===== config.mk =====
export PLATFORM = sky130hd
export DESIGN_NAME = tri_bus_arbiter_flat
export DESIGN_NICKNAME = d
export VERILOG_FILES = /design/src/rtl/tri_bus_arbiter_if.sv /design/src/rtl/tri_bus_arbiter.sv /design/src/flat_wrapper.sv
export SDC_FILE = /design/constraint.sdc
export NUM_CORES = 1
export LEC_CHECK = 0
export CAP_MARGIN = 20
export CORE_MARGIN = 2
export CORE_UTILIZATION = 51
export DETAILED_ROUTE_END_ITERATION = 8
export GPL_TIMING_DRIVEN = 1
export PLACE_DENSITY_LB_ADDON = 0.15
export RECOVER_POWER = 100
export SETUP_SLACK_MARGIN = 0.02
export SYNTH_ARGS = -nofsm -noshare
export SYNTH_HDL_FRONTEND = slang
export SYNTH_SLANG_ARGS = --single-unit

===== constraint.sdc =====
create_clock -name clk -period 3.9 [get_ports clk]
set_input_delay 0.39 -clock clk [delete_from_list [all_inputs] [get_ports clk]]
set_output_delay 0.39 -clock clk [all_outputs]
set_load 0.02 [all_outputs]

===== src/rtl/tri_bus_arbiter_if.sv =====
// ---------------------------------------------------------------------------
// tri_bus_arbiter_if
// Bundle of the request/ownership signals between four bus requesters and the
// tri-state bus arbiter.
//   req      : level request per requester (bit k = requester k)
//   grant    : one-hot ownership
//   oe       : tri-state buffer enables for the shared bus, one-hot or zero
//   owner    : binary index of the current owner, 0 when the bus is free
//   bus_busy : high while any oe bit is high
//   turn     : high during turnaround dead cycles
// master = requester side, slave = arbiter side.
// ---------------------------------------------------------------------------
interface tri_bus_arbiter_if;
    logic [3:0] req;
    logic [3:0] grant;
    logic [3:0] oe;
    logic [1:0] owner;
    logic       bus_busy;
    logic       turn;

    modport master (
        output req,
        input  grant,
        input  oe,
        input  owner,
        input  bus_busy,
        input  turn
    );

    modport slave (
        input  req,
        output grant,
        output oe,
        output owner,
        output bus_busy,
        output turn
    );
endinterface


===== src/rtl/tri_bus_arbiter.sv =====
// ---------------------------------------------------------------------------
// tri_bus_arbiter
// Round-robin arbiter for four requesters sharing one tri-state bus. An owner
// keeps the bus until it drops its request, or until it has held it TENURE
// cycles while someone else is waiting. Every change of owner passes through
// TURN dead cycles with all enables low so two drivers never overlap.
// Ports:
//   clk   : single clock, all state on the rising edge
//   rst_n : asynchronous active-low reset
//   bus   : tri_bus_arbiter_if.slave (req in; grant, oe, owner, bus_busy,
//           turn out)
// Parameters:
//   TENURE : owned cycles before a forced release when others wait (2..255)
//   TURN   : dead cycles between two ownerships (1..15)
// ---------------------------------------------------------------------------
module tri_bus_arbiter #(
    parameter int TENURE = 8,
    parameter int TURN   = 1
) (
    input  logic              clk,
    input  logic              rst_n,
    tri_bus_arbiter_if.slave  bus
);

    localparam logic [7:0] TENURE_MAX = 8'(TENURE);
    localparam logic [3:0] TURN_LAST  = 4'(TURN - 1);

    typedef enum logic [1:0] {
        IDLE,
        OWN,
        TURNAR
    } state_t;

    state_t     state, state_nxt;
    logic [1:0] ptr, ptr_nxt;
    logic [7:0] tenure_cnt, tenure_cnt_nxt;
    logic [3:0] turn_cnt, turn_cnt_nxt;
    logic [3:0] grant_q, grant_nxt;
    logic [1:0] owner_q, owner_nxt;
    logic       armed;
    logic [1:0] winner;
    logic       found;
    logic       others_pending;

    // The arbiter refuses to grant on the very first edge after reset is
    // released. That edge only arms it, so a reset release landing close to a
    // clock edge can never produce a grant on that same edge.
    always_ff @(posedge clk or negedge rst_n) begin
        if (!rst_n) begin
            armed <= 1'b0;
        end else begin
            armed <= 1'b1;
        end
    end

    // Round-robin search starting at ptr and wrapping modulo 4; the 2-bit
    // index addition provides the wrap. The first set request wins.
    always_comb begin
        logic [1:0] idx;
        idx    = '0;
        winner = ptr;
        found  = 1'b0;
        for (int i = 0; i < 4; i++) begin
            idx = ptr + i[1:0];
            if (!found && bus.req[idx]) begin
                winner = idx;
                found  = 1'b1;
            end
        end
    end

    // While someone owns the bus, grant_q holds the owner's one-hot bit, so
    // masking it out leaves only the competing requests.
    assign others_pending = |(bus.req & ~grant_q);

    // Next-state logic. The tenure counter holds the number of OWN cycles
    // elapsed including the current one: it restarts at 1 on entry, so an
    // owner forced out at TENURE has driven the bus exactly TENURE cycles.
    // Leaving OWN clears grant on that same edge and moves the round-robin
    // pointer just past the departing owner, which becomes lowest priority.
    // TURNAR counts down TURN-1 .. 0 and looks at req only on its final edge.
    always_comb begin
        state_nxt      = state;
        ptr_nxt        = ptr;
        tenure_cnt_nxt = tenure_cnt;
        turn_cnt_nxt   = turn_cnt;
        grant_nxt      = grant_q;
        owner_nxt      = owner_q;
        case (state)
            IDLE: begin
                if (armed && found) begin
                    state_nxt      = OWN;
                    grant_nxt      = 4'b0001 << winner;
                    owner_nxt      = winner;
                    tenure_cnt_nxt = 8'd1;
                end
            end
            OWN: begin
                if (!bus.req[owner_q] ||
                    (tenure_cnt == TENURE_MAX && others_pending)) begin
                    state_nxt    = TURNAR;
                    grant_nxt    = '0;
                    owner_nxt    = '0;
                    ptr_nxt      = owner_q + 2'd1;
                    turn_cnt_nxt = TURN_LAST;
                end else if (tenure_cnt != TENURE_MAX) begin
                    tenure_cnt_nxt = tenure_cnt + 8'd1;
                end
            end
            TURNAR: begin
                if (turn_cnt == 4'd0) begin
                    if (found) begin
                        state_nxt      = OWN;
                        grant_nxt      = 4'b0001 << winner;
                        owner_nxt      = winner;
                        tenure_cnt_nxt = 8'd1;
                    end else begin
                        state_nxt = IDLE;
                    end
                end else begin
                    turn_cnt_nxt = turn_cnt - 4'd1;
                end
            end
            default: begin
                state_nxt = IDLE;
                grant_nxt = '0;
                owner_nxt = '0;
            end
        endcase
    end

    // State and output registers; reset clears everything immediately,
    // whatever the arbiter was doing.
    always_ff @(posedge clk or negedge rst_n) begin
        if (!rst_n) begin
            state      <= IDLE;
            ptr        <= '0;
            tenure_cnt <= '0;
            turn_cnt   <= '0;
            grant_q    <= '0;
            owner_q    <= '0;
        end else begin
            state      <= state_nxt;
            ptr        <= ptr_nxt;
            tenure_cnt <= tenure_cnt_nxt;
            turn_cnt   <= turn_cnt_nxt;
            grant_q    <= grant_nxt;
            owner_q    <= owner_nxt;
        end
    end

    // grant and oe come from the same register, so they can never disagree.
    assign bus.grant    = grant_q;
    assign bus.oe       = grant_q;
    assign bus.owner    = owner_q;
    assign bus.bus_busy = |grant_q;
    assign bus.turn     = (state == TURNAR);

endmodule


===== src/flat_wrapper.sv =====
// flat-port wrapper written by rule: the top's interface ports become plain ports
module tri_bus_arbiter_flat 
#(
    parameter int TENURE = 8,
    parameter int TURN   = 1
)
  (clk, rst_n, bus_req, bus_grant, bus_oe, bus_owner, bus_bus_busy, bus_turn);
  tri_bus_arbiter_if bus_i ();
  input  logic clk;
  input  logic rst_n;
  input wire logic [$bits(bus_i.req)-1:0] bus_req;
  output wire logic [$bits(bus_i.grant)-1:0] bus_grant;
  output wire logic [$bits(bus_i.oe)-1:0] bus_oe;
  output wire logic [$bits(bus_i.owner)-1:0] bus_owner;
  output wire logic [$bits(bus_i.bus_busy)-1:0] bus_bus_busy;
  output wire logic [$bits(bus_i.turn)-1:0] bus_turn;
  assign bus_i.req = bus_req;
  assign bus_grant = bus_i.grant;
  assign bus_oe = bus_i.oe;
  assign bus_owner = bus_i.owner;
  assign bus_bus_busy = bus_i.bus_busy;
  assign bus_turn = bus_i.turn;
  tri_bus_arbiter #(.TENURE(TENURE), .TURN(TURN)) u_core (.clk(clk), .rst_n(rst_n), .bus(bus_i));
endmodule

==> results <==
- The relative contribution of the clock network to total power is 0.101.
- Measured on the finished design, the core utilization comes to 0.606.
- The arrival time of data at the critical path endpoint is 2670 ps.
- The die covers 3310 um^2.
- In this run the clock root is driven by a sky130_fd_sc_hd__clkbuf_4.
- The flow ran to the end, and the final reports show no timing, DRC or antenna violations.
- Averaged over all synthesized cells, the footprint is 9.50 um^2.
- The via count of the first global-routing pass is 1166.
- Based on the critical path, the design can be clocked at up to 0.413 GHz.
- The clock slew seen by the registers of the worst setup and hold paths is 130 ps.
- The count of final hold-check violations was 0.
- The delay of the slowest cell on the worst path is 660 ps.
- For this block, the initial DRC count from the detailed router was 54.
- The total routing usage reported by global routing is 0.201.
- After clock tree synthesis, the repair step resized 0 gates.
- Hold repair after CTS inserted 0 buffers.
- The number of clock buffers added by TritonCTS is 3.
- In this run the static leakage power is 0.738 nW.
- Of all flip-flops after synthesis, the portion carrying an async set or reset was 1.00.
- The initial antenna violation count was 0.
- The clock latency reported for the late side of the worst-skew pair is 310 ps.
- The worst path in the final design needs a cycle of 2420 ps, including I/O delays and setup.
- The cell count after synthesis is 154.
- The most repeated cell in the gate-level netlist after synthesis is sky130_fd_sc_hd__dfrtp_1.
- In the finished design, the share of the clock period the worst path needs comes to 0.621.
- The first global-routing pass estimated 5310 um of wire.
- Of the post-synthesis cell area, the dominant cell type holds 0.393.
- The worst setup path is launched from an input pin.
- met2 is the most crowded layer.
- The worst setup path category is in2reg.
- The net count reported at finish is 180.
- Max-cap violations in this run came to 0.
- The slew of the pin with the lowest slew margin is 813 ps.
- The headroom to the max-slew limit is 0.458.
- The worst setup path is captured at a register.
- From bottom edge to top edge, the die measures 57.6 um.
- Dividing the detail-routed via count by the number of cells gives 5.93.
- Power spread over the standard cell area amounts to 648 nW/um^2.
- The area of the mapped netlist is 1460 um^2.
- In this run, synthesis produced a sequential element count of 23.
- For this run, global-route usage on met3 was measured as 0.0249.
- The net count after synthesis is 164.
- The synthesized design contains 0 enable-type register cells.
- Dividing the detail-routed wire length by the instance count gives 14.5 um.
- For the final database, setup skew stands at 7.84 ps.
- In this run the worst path has a maximum fanout of 9.
- The detailed placement HPWL is 2140 um.
- The fraction of power consumed by sequential logic is 0.393.
- Internal power comes to 0.598 mW.
- The leading register cell type out of synthesis is sky130_fd_sc_hd__dfrtp_1.
- The dominant cell type by area after synthesis is sky130_fd_sc_hd__dfrtp_1.
- 0 antenna diodes ended up in the layout.
- The tree built by TritonCTS fans out to 23 sinks.
- The CTS tree is yes.
- The horizontal die dimension is 57.6 um.
- The power share of the combinational group is 0.506.
- The final weighted congestion of routability-driven global placement is 0.772.
- The total overflow reported by the global router is 0.
- The number of placed cells counting well taps is 195.
- The detail route stage leaves a number of antenna-violating nets equal to 0.
- The max-slew violation count was 0.
- The peak ir drop on the vdd network is 406 uV.
- Setup repair after global routing left no endpoint under its margin.
- The switching power as a share of total power is 0.444.
- In the global route stage, met1 resource usage came out at 0.283.
- The slowest stage of the critical path belongs to the cell sky130_fd_sc_hd__dlygate4sd3_1.
- 18 I/O pins were placed.
- Entering global routing, the biggest net connects 24 pins.
- CTS built an H-tree with a depth of 1.
- In the final timing run, aggregate negative setup slack is 0 ps.
- In this run the post-CTS setup repair buffer count came out at 0.
- In this run the tool buffered the top-level ports with 17 buffer cells.
- The core box area is 2730 um^2.
- The most used cell along the critical path is sky130_fd_sc_hd__a21oi_1.
- The total number of vias is 1185.
- For this design the total switching power over the nets is 0.477 mW.
- The sequential fraction of the synthesis area is 0.393.
- The initial utilization of the core area, before any placement, comes to 0.535.
- Yosys attributes the largest share of cell area to sky130_fd_sc_hd__dfrtp_1, sky130_fd_sc_hd__nand2b_1, sky130_fd_sc_hd__ha_1.
- The longest clock path from root to sink contains 2 buffers.
- For met2 alone, demand over resource in global routing was 0.325.
- The first detailed-routing pass ran for 4 iterations.
- In this run the worst hold path is classified as in2async.
- After filler insertion, the fill cell instance count of the layout stands at 232.
- Compared with the post-synthesis result, the final layout area differs by 13.3%.
- At the worst endpoint, the required time is 4150 ps.
- The number of standard cells in the final layout excluding fillers is 200.
- During synthesis, Yosys emitted a total of 0 warnings.
- The routed design has 2890 um of wire.
- By count the netlist is led by sky130_fd_sc_hd__dfrtp_1, sky130_fd_sc_hd__nand2_1, sky130_fd_sc_hd__nand2b_1, sky130_fd_sc_hd__nor2_1, sky130_fd_sc_hd__inv_1.
- Of the cells placed in the final design, the portion with a size suffix greater than 1 is 0.0651.
- The final routed DRC violation total is 0.
- The number of cell rows is 19.
- Traced cell by cell, the critical path runs through dlygate4sd3_1 -> nor4_1 -> a21oi_1 -> a21oi_1 -> or4_1 -> nand3_1.
- Setup violations remaining at the end of the flow were counted as 0.
- The count of different cell masters after synthesis is 46.
[worst max-delay path: cells and delay by family]
family	cells	cell delay [ps]
AOI/OAI and AO/OA	2	800
buffers and inverters	1	660
and+or+nand+nor	3	830
[per-stage QoR]
stage | instance area, um^2 | power [mW] | hold slack [ps] | setup WS, ps
2_1_floorplan | 1460 | 0.819 | 94.4 | 1900
3_3_place_gp | 1630 | 0.978 | 495 | 1490
4_1_cts | 1660 | 1.10 | 520 | 1670
6_report | 1660 | 1.07 | 439 | 1480
3_5_place_dp | 1630 | 0.989 | 503 | 1370
5_1_grt | 1660 | 1.17 | 461 | 1280
[placed cells by master, fill, tap and decap left out, drive strengths merged, types with 2 or more instances in the layout]
master	synthesis	routed
nand2	12	12
nor3	2	2
ha	4	4
a22o	2	2
clkbuf	2	4
nand3b	2	2
nand2b	11	11
a21oi	8	8
o211ai	3	3
o21ai	5	5
or4b	2	2
nor2	10	10
dlygate4sd3	0	14
dfrtp	23	23
nand3	8	8
mux2	2	2
inv	9	9
or4	3	3
xnor2	4	4
nor3b	5	5
nor4	2	2
mux2i	5	5
nor2b	4	4
clkdlybuf4s50	0	3
[final timing paths]
kind | startpoint | end | slack, ps | cells after the start
worst max-delay path | bus_req[0] | u_core.tenure_cnt[3] | 1480 | 6
worst min-delay path | rst_n | u_core.turn_cnt[0] | 440 | 1
worst max register to register | u_core.turn_cnt[0] | u_core.tenure_cnt[3] | 1520 | 7
worst min register to register | u_core.turn_cnt[0] | u_core.turn_cnt[0] | 520 | 1
max in group asynchronous | rst_n | u_core.tenure_cnt[1] | 2410 | 2
min in group clk | u_core.turn_cnt[0] | u_core.turn_cnt[0] | 520 | 1
[kinds of logic (layout without fill, tap and decap cells)]
| kind of cell | Yosys count | after routing | share of synthesized area |
|---|---|---|---|
| and+or+nand+nor | 70 | 70 | 0.280 |
| buffers and inverters | 16 | 31 | 0.0513 |
| DFF | 23 | 23 | 0.393 |
| other | 1 | 1 | 0.00256 |
| xor gates and xnor gates | 4 | 4 | 0.0239 |
| muxes | 7 | 7 | 0.0547 |
| adders and majority gates | 4 | 4 | 0.0342 |
| AOI/OAI and AO/OA | 29 | 29 | 0.160 |
[layer usage]
metal / wire (um) / part of all wire / up-vias
met5: 0 / 0 / -
met3: 83 / 0.029 / 4
met4: 27 / 0.0093 / 0
li1: - / - / 581
met1: 1400 / 0.48 / 573
met2: 1380 / 0.48 / 27
[power groups by stage]
| stage | Sequential [mW] | Combinational [mW] | Clock, mW |
|---|---|---|---|
| 5_1_grt | 0.439 | 0.605 | 0.121 |
| 6_report | 0.423 | 0.544 | 0.108 |
| 3_3_place_gp | 0.430 | 0.548 | 0 |
| 4_1_cts | 0.423 | 0.566 | 0.113 |
| 3_5_place_dp | 0.427 | 0.562 | 0 |
| 2_1_floorplan | 0.403 | 0.416 | 0 |
[area by class of cell]
cell class | count | area, um^2 | area share
multi-input cells | 115 | 808 | 0.488
well taps | 31 | 38.8 | 0.0234
inverters | 9 | 33.8 | 0.0204
clock buffers | 3 | 22.5 | 0.0136
clock inverters | 1 | 5.00 | 0.00302
flip-flops and latches | 23 | 576 | 0.347
repair buffers | 18 | 174 | 0.105
[state kept, by name (all words and copies together), names as in the netlist]
name and count:
u_core.tenure_cnt 8, u_core.bus.grant 4, u_core.turn_cnt 4, u_core.state 2, u_core.ptr 2, u_core.armed 1
u_core.bus.owner 2
Power figures use the tool's default switching activity.
==> edit 1 (same settings) <==
One comparison of `tenure_cnt` changes from == to >=.
--- a/src/rtl/tri_bus_arbiter.sv
+++ b/src/rtl/tri_bus_arbiter.sv
@@ -98,5 +98,5 @@
             OWN: begin
                 if (!bus.req[owner_q] ||
-                    (tenure_cnt == TENURE_MAX && others_pending)) begin
+                    (tenure_cnt >= TENURE_MAX && others_pending)) begin
                     state_nxt    = TURNAR;
                     grant_nxt    = '0;
Behaviour: same outputs for any inputs over 10 cycles, from zero or initial values and one cycle with rst_n low; that may be too few to reach the edited logic, so the function may still have changed.
==> edit 1 against the unedited design <==
Routed wire length fell by 5.4%. Sequential cell count unchanged. Combinational power down 3%. Final area shrank 9.1%. Non-clock buffer count unchanged. Area after synthesis down 9.8%. Global-route usage rose by 0.38 points. Total power down 3.6%. Setup slack lost 0.41 ns. Clock power rose by 6%. Largest power group unchanged.
==> edit 1: results (changes against the unedited design) <==
Parameter                              Value

Status
  Status ... completed

Yosys
  Post-synthesis sequential area ratio ... 0.436 (+0.0425)
  Synth Area in Compound Gates ... 0.200 (+0.0400)
  Area share of xor/xnor cells in the synthesized design ... 0.0265 (+0.00259)
  Multiplexer area fraction after synthesis ... 0.0398 (-0.0149)
  Cells taking the most area after synthesis ... dfrtp_1 44%, ha_1 3.8%, nand2_1 2.8%
  Synth top cells by count ... 23 x dfrtp_1, 10 x nand2_1, 10 x nor2_1, 9 x inv_1, 7 x nor3_1
  Post-Syn Nets ... 144 (-12%)
  Adder-cell share of the synthesized area ... 0.0379 (+0.00370)
  Count of unique library cells instantiated by Yosys ... 41 (-11%)

Power
  Power dissipated by switching net loads ... 0.000459 W (-3.8%)
  Leakage ... 0.689 nW (-6.6%)
  Worst IR drop on VDD ... 0.437 mV (+7.8%)

Timing
  Clock Skew ... 0.00268 ns (-0.00516 ns)
  Slew HR ... 0.200 (-0.258)

Detailed routing
  Detailed-router iteration count before antenna repair ... 6 (+2)
  Overall via count from detail_route ... 1091 (-7.9%)
  Wire per inst ... 15.1 um (+4.5%)
  Violation count after the first detailed-route iteration ... 41 (-24%)

Layout
  Number of inserted filler cells in the final layout ... 224 (-3.4%)
  Count of nets after finishing ... 162 (-10%)
  Share of final-layout standard cells stronger than drive strength 1 ... 0.0795 (+0.0144)

Hold path
  Path class of the lowest-slack min-delay path ... in2async

Global routing
  Number of global-route vias before repair ... 1022 (-12%)
  Total GRT Usage ... 0.204 (+0.00381)
  First-pass GRT wire length ... 4.37 mm (-18%)

Clock network
  Post-CTS clock slew at the launch and capture registers of the worst setup and hold paths ... 0.13 ns (about the same)

Place
  Area after detailed placement ... 0.00149 mm^2 (-8.4%)
  GP Congestion ... 0.819 (+6.0%)

Setup path
  Data arrival time of the worst path ... 3.08 ns (+0.41 ns)
  Maximum fanout along the worst path ... 10 (+1)
[edit 1: layer usage]
| layer | up-vias | GRT usage | wire length (um) |
|---|---|---|---|
| met3 | 2 | 0.0574 | 196 |
| li1 | 523 | - | - |
| met1 | 531 | 0.250 | 1180 |
| met2 | 35 | 0.361 | 1350 |
| met4 | 0 | 0.0292 | 10 |
| met5 | - | 0 | 0 |
[edit 1: worst max-delay path: stages]
cell             delay (ns)
clkdlybuf4s50_1        0.53
and2b_2                0.25
a2111oi_0              0.97
o21ai_2                0.31
nor3_1                 0.41
mux2i_1                0.23
[edit 1: stage by stage]
stage	power [W]	worst slack [ns]	cells
6_report	0.00104	1.07	181
5_1_grt	0.00112	0.819	181
4_1_cts	0.00108	1.68	180
3_5_place_dp	0.000968	1.40	176
3_3_place_gp	0.000953	1.42	176
2_1_floorplan	0.000779	1.90	134
[edit 1: cell families (layout without fill, tap and decap cells)]
logic type | after synthesis | in the layout
AND/OR/NAND/NOR | 50 | 50
AO/OA/AOI/OAI | 34 | 34
flip-flops | 23 | 23
buffers and inverters | 14 | 31
adder cells (fa/ha/maj) | 4 | 4
XOR/XNOR | 4 | 4
multiplexers | 4 | 4
other | 1 | 1
[edit 1: worst paths after layout]
check,from,slack (ns),depth (start not counted),to
setup / recovery,bus_req[3],1.07,6,u_core.tenure_cnt[0]$_DFFE_PN0P_
setup reg to reg,u_core.bus.grant[0]$_DFFE_PN0P_,1.28,5,u_core.tenure_cnt[0]$_DFFE_PN0P_
hold / removal,rst_n,0.28,1,u_core.armed$_DFF_PN0_
max in group asynchronous,rst_n,2.33,2,u_core.tenure_cnt[6]$_DFFE_PN0P_
min in group clk,u_core.turn_cnt[0]$_DFFE_PN0P_,0.51,1,u_core.turn_cnt[0]$_DFFE_PN0P_
hold reg to reg,u_core.turn_cnt[0]$_DFFE_PN0P_,0.51,1,u_core.turn_cnt[0]$_DFFE_PN0P_
[edit 1: final cells by class]
| type | instances | area, um^2 | share of cell area |
|---|---|---|---|
| Tap cell | 30 | 37.5 | 0.0249 |
| Sequential cell | 23 | 576 | 0.382 |
| Inverter | 9 | 33.8 | 0.0224 |
| Timing Repair Buffer | 18 | 174 | 0.115 |
| Multi-Input combinational cell | 97 | 658 | 0.437 |
| Clock buffer | 3 | 22.5 | 0.0150 |
| Clock inverter | 1 | 5.00 | 0.00332 |
[edit 1: power groups by stage]
| stage | Sequential [W] | Clock, W | Combinational (W) |
|---|---|---|---|
| after CTS | 0.000395 | 0.000117 | 0.000570 |
| after global routing | 0.000408 | 0.000126 | 0.000588 |
| after global placement | 0.000399 | 0 | 0.000554 |
| after detailed placement | 0.000399 | 0 | 0.000569 |
| after floorplan | 0.000415 | 0 | 0.000365 |
| final | 0.000394 | 0.000114 | 0.000528 |
==> edit 2 (same flow settings) <==
Without the edit above. `TENURE` is set to 8 in 2 places; all go to 7.
--- a/src/rtl/tri_bus_arbiter.sv
+++ b/src/rtl/tri_bus_arbiter.sv
@@ -15,5 +15,5 @@
 // ---------------------------------------------------------------------------
 module tri_bus_arbiter #(
-    parameter int TENURE = 8,
+    parameter int TENURE = 7,
     parameter int TURN   = 1
 ) (
--- a/src/flat_wrapper.sv
+++ b/src/flat_wrapper.sv
@@ -2,5 +2,5 @@
 module tri_bus_arbiter_flat 
 #(
-    parameter int TENURE = 8,
+    parameter int TENURE = 7,
     parameter int TURN   = 1
 )
Formal check against the unedited RTL: not equivalent (a bounded check fails within 10 cycles, from zero or initial values and one cycle with rst_n low).
==> edit 2 against the unedited design <==
Highest routed layer unchanged. Sequential power down 2%. Utilization is 0.77 points higher. Total power grew 5.4%. Final cell count shrank 7.5%. Area after synthesis shrank 6.3%. Final area is 6.6% lower. Clock skew grew 0.0026 ns. Largest cell class unchanged. Setup slack lost 0.51 ns. Sequential cell count is the same. Sequential share of layout area grew 2.4 points. Routed wire length rose by 4.4%. First-iteration DRC count is 1.9% higher.
==> edit 2: results (changes against the unedited design) <==
Parameter                              Value

Layout
  Multi-input logic cell count ... 106 (-7.8%)
  Layout clock buffer count ... 4 (+1)
  Share of final-layout standard cells stronger than drive strength 1 ... 0.0581 (-0.00702)
  Number of inserted filler cells in the final layout ... 216 (-6.9%)
  Area added between synthesis and finish ... 13.1%

Detailed routing
  Wire length on met2 ... 1.53 mm (+10%)
  Wire length on met3 ... 161 um (+94%)
  Violation count after the first detailed-route iteration ... 55 (+1.9%)
  Wire per inst ... 16.3 um (+13%)
  Sum of routed wire segments on met1 ... 1.30 mm (-6.7%)

Timing
  Slew HR ... 0.319 (-0.139)
  Clock Skew ... 0.0104 ns (+0.00259 ns)

Yosys
  Cells taking the most area after synthesis ... dfrtp_1 42%, a21oi_1 3.7%, nor2b_1 3.7%

Setup path
  Setup crit start ... bus_req[3]
  CP top delay family ... compound AO/OA/AOI/OAI gates
  Data arrival time of the worst path ... 3.15 ns (+0.48 ns)
  Worst setup slack for register-to-register paths ... 1.24 ns (-0.28 ns)
  Worst path slowest cell ... o21ai_0

Global routing
  Total GRT Usage ... 0.206 (+0.00521)
  Number of global-route vias before repair ... 1164 (-0.17%)
  First-pass GRT wire length ... 5.24 mm (-1.3%)

Place
  DP HPWL ... 2.29 mm (+7.0%)
  GP Congestion ... 0.865 (+12%)

Status
  Status ... completed

Floorplanning
  Die X ... 55.8 um (-3.0%)

Power
  Worst IR drop on VDD ... 0.438 mV (+7.9%)
-- edit 2: metal layers --
metal	vias up	GRT usage
met1	569	0.262
met2	43	0.366
li1	543	-
met4	0	0.0544
met5	-	0
met3	4	0.0302
-- edit 2: report_power, final --
group	internal [W]	total [W]	switching, W
sequential	0.000313	0.000416	0.000103
combinational	0.000259	0.000605	0.000346
clock	0.0000400	0.000113	0.0000727
total	0.000612	0.00113	0.000521
-- edit 2: cell families after synthesis --
kind of cell,after synthesis,share of synthesized area
flops,23,0.420
mux,3,0.0347
xor+xnor,5,0.0320
compound gates,40,0.220
buf+inv,11,0.0429
simple gates,54,0.220
other cells,1,0.00274
fa+ha+maj,3,0.0274
-- edit 2: per-stage QoR --
step                hold slack (ns)  instances  total power (W)  setup slack (ns)
floorplan                    0.0944        140         0.000875              1.79
global placement              0.490        180          0.00105              1.18
detailed placement            0.499        180          0.00107              1.04
CTS                           0.516        184          0.00119              1.38
global route                  0.463        185          0.00123             0.772
finish                        0.432        185          0.00113             0.973
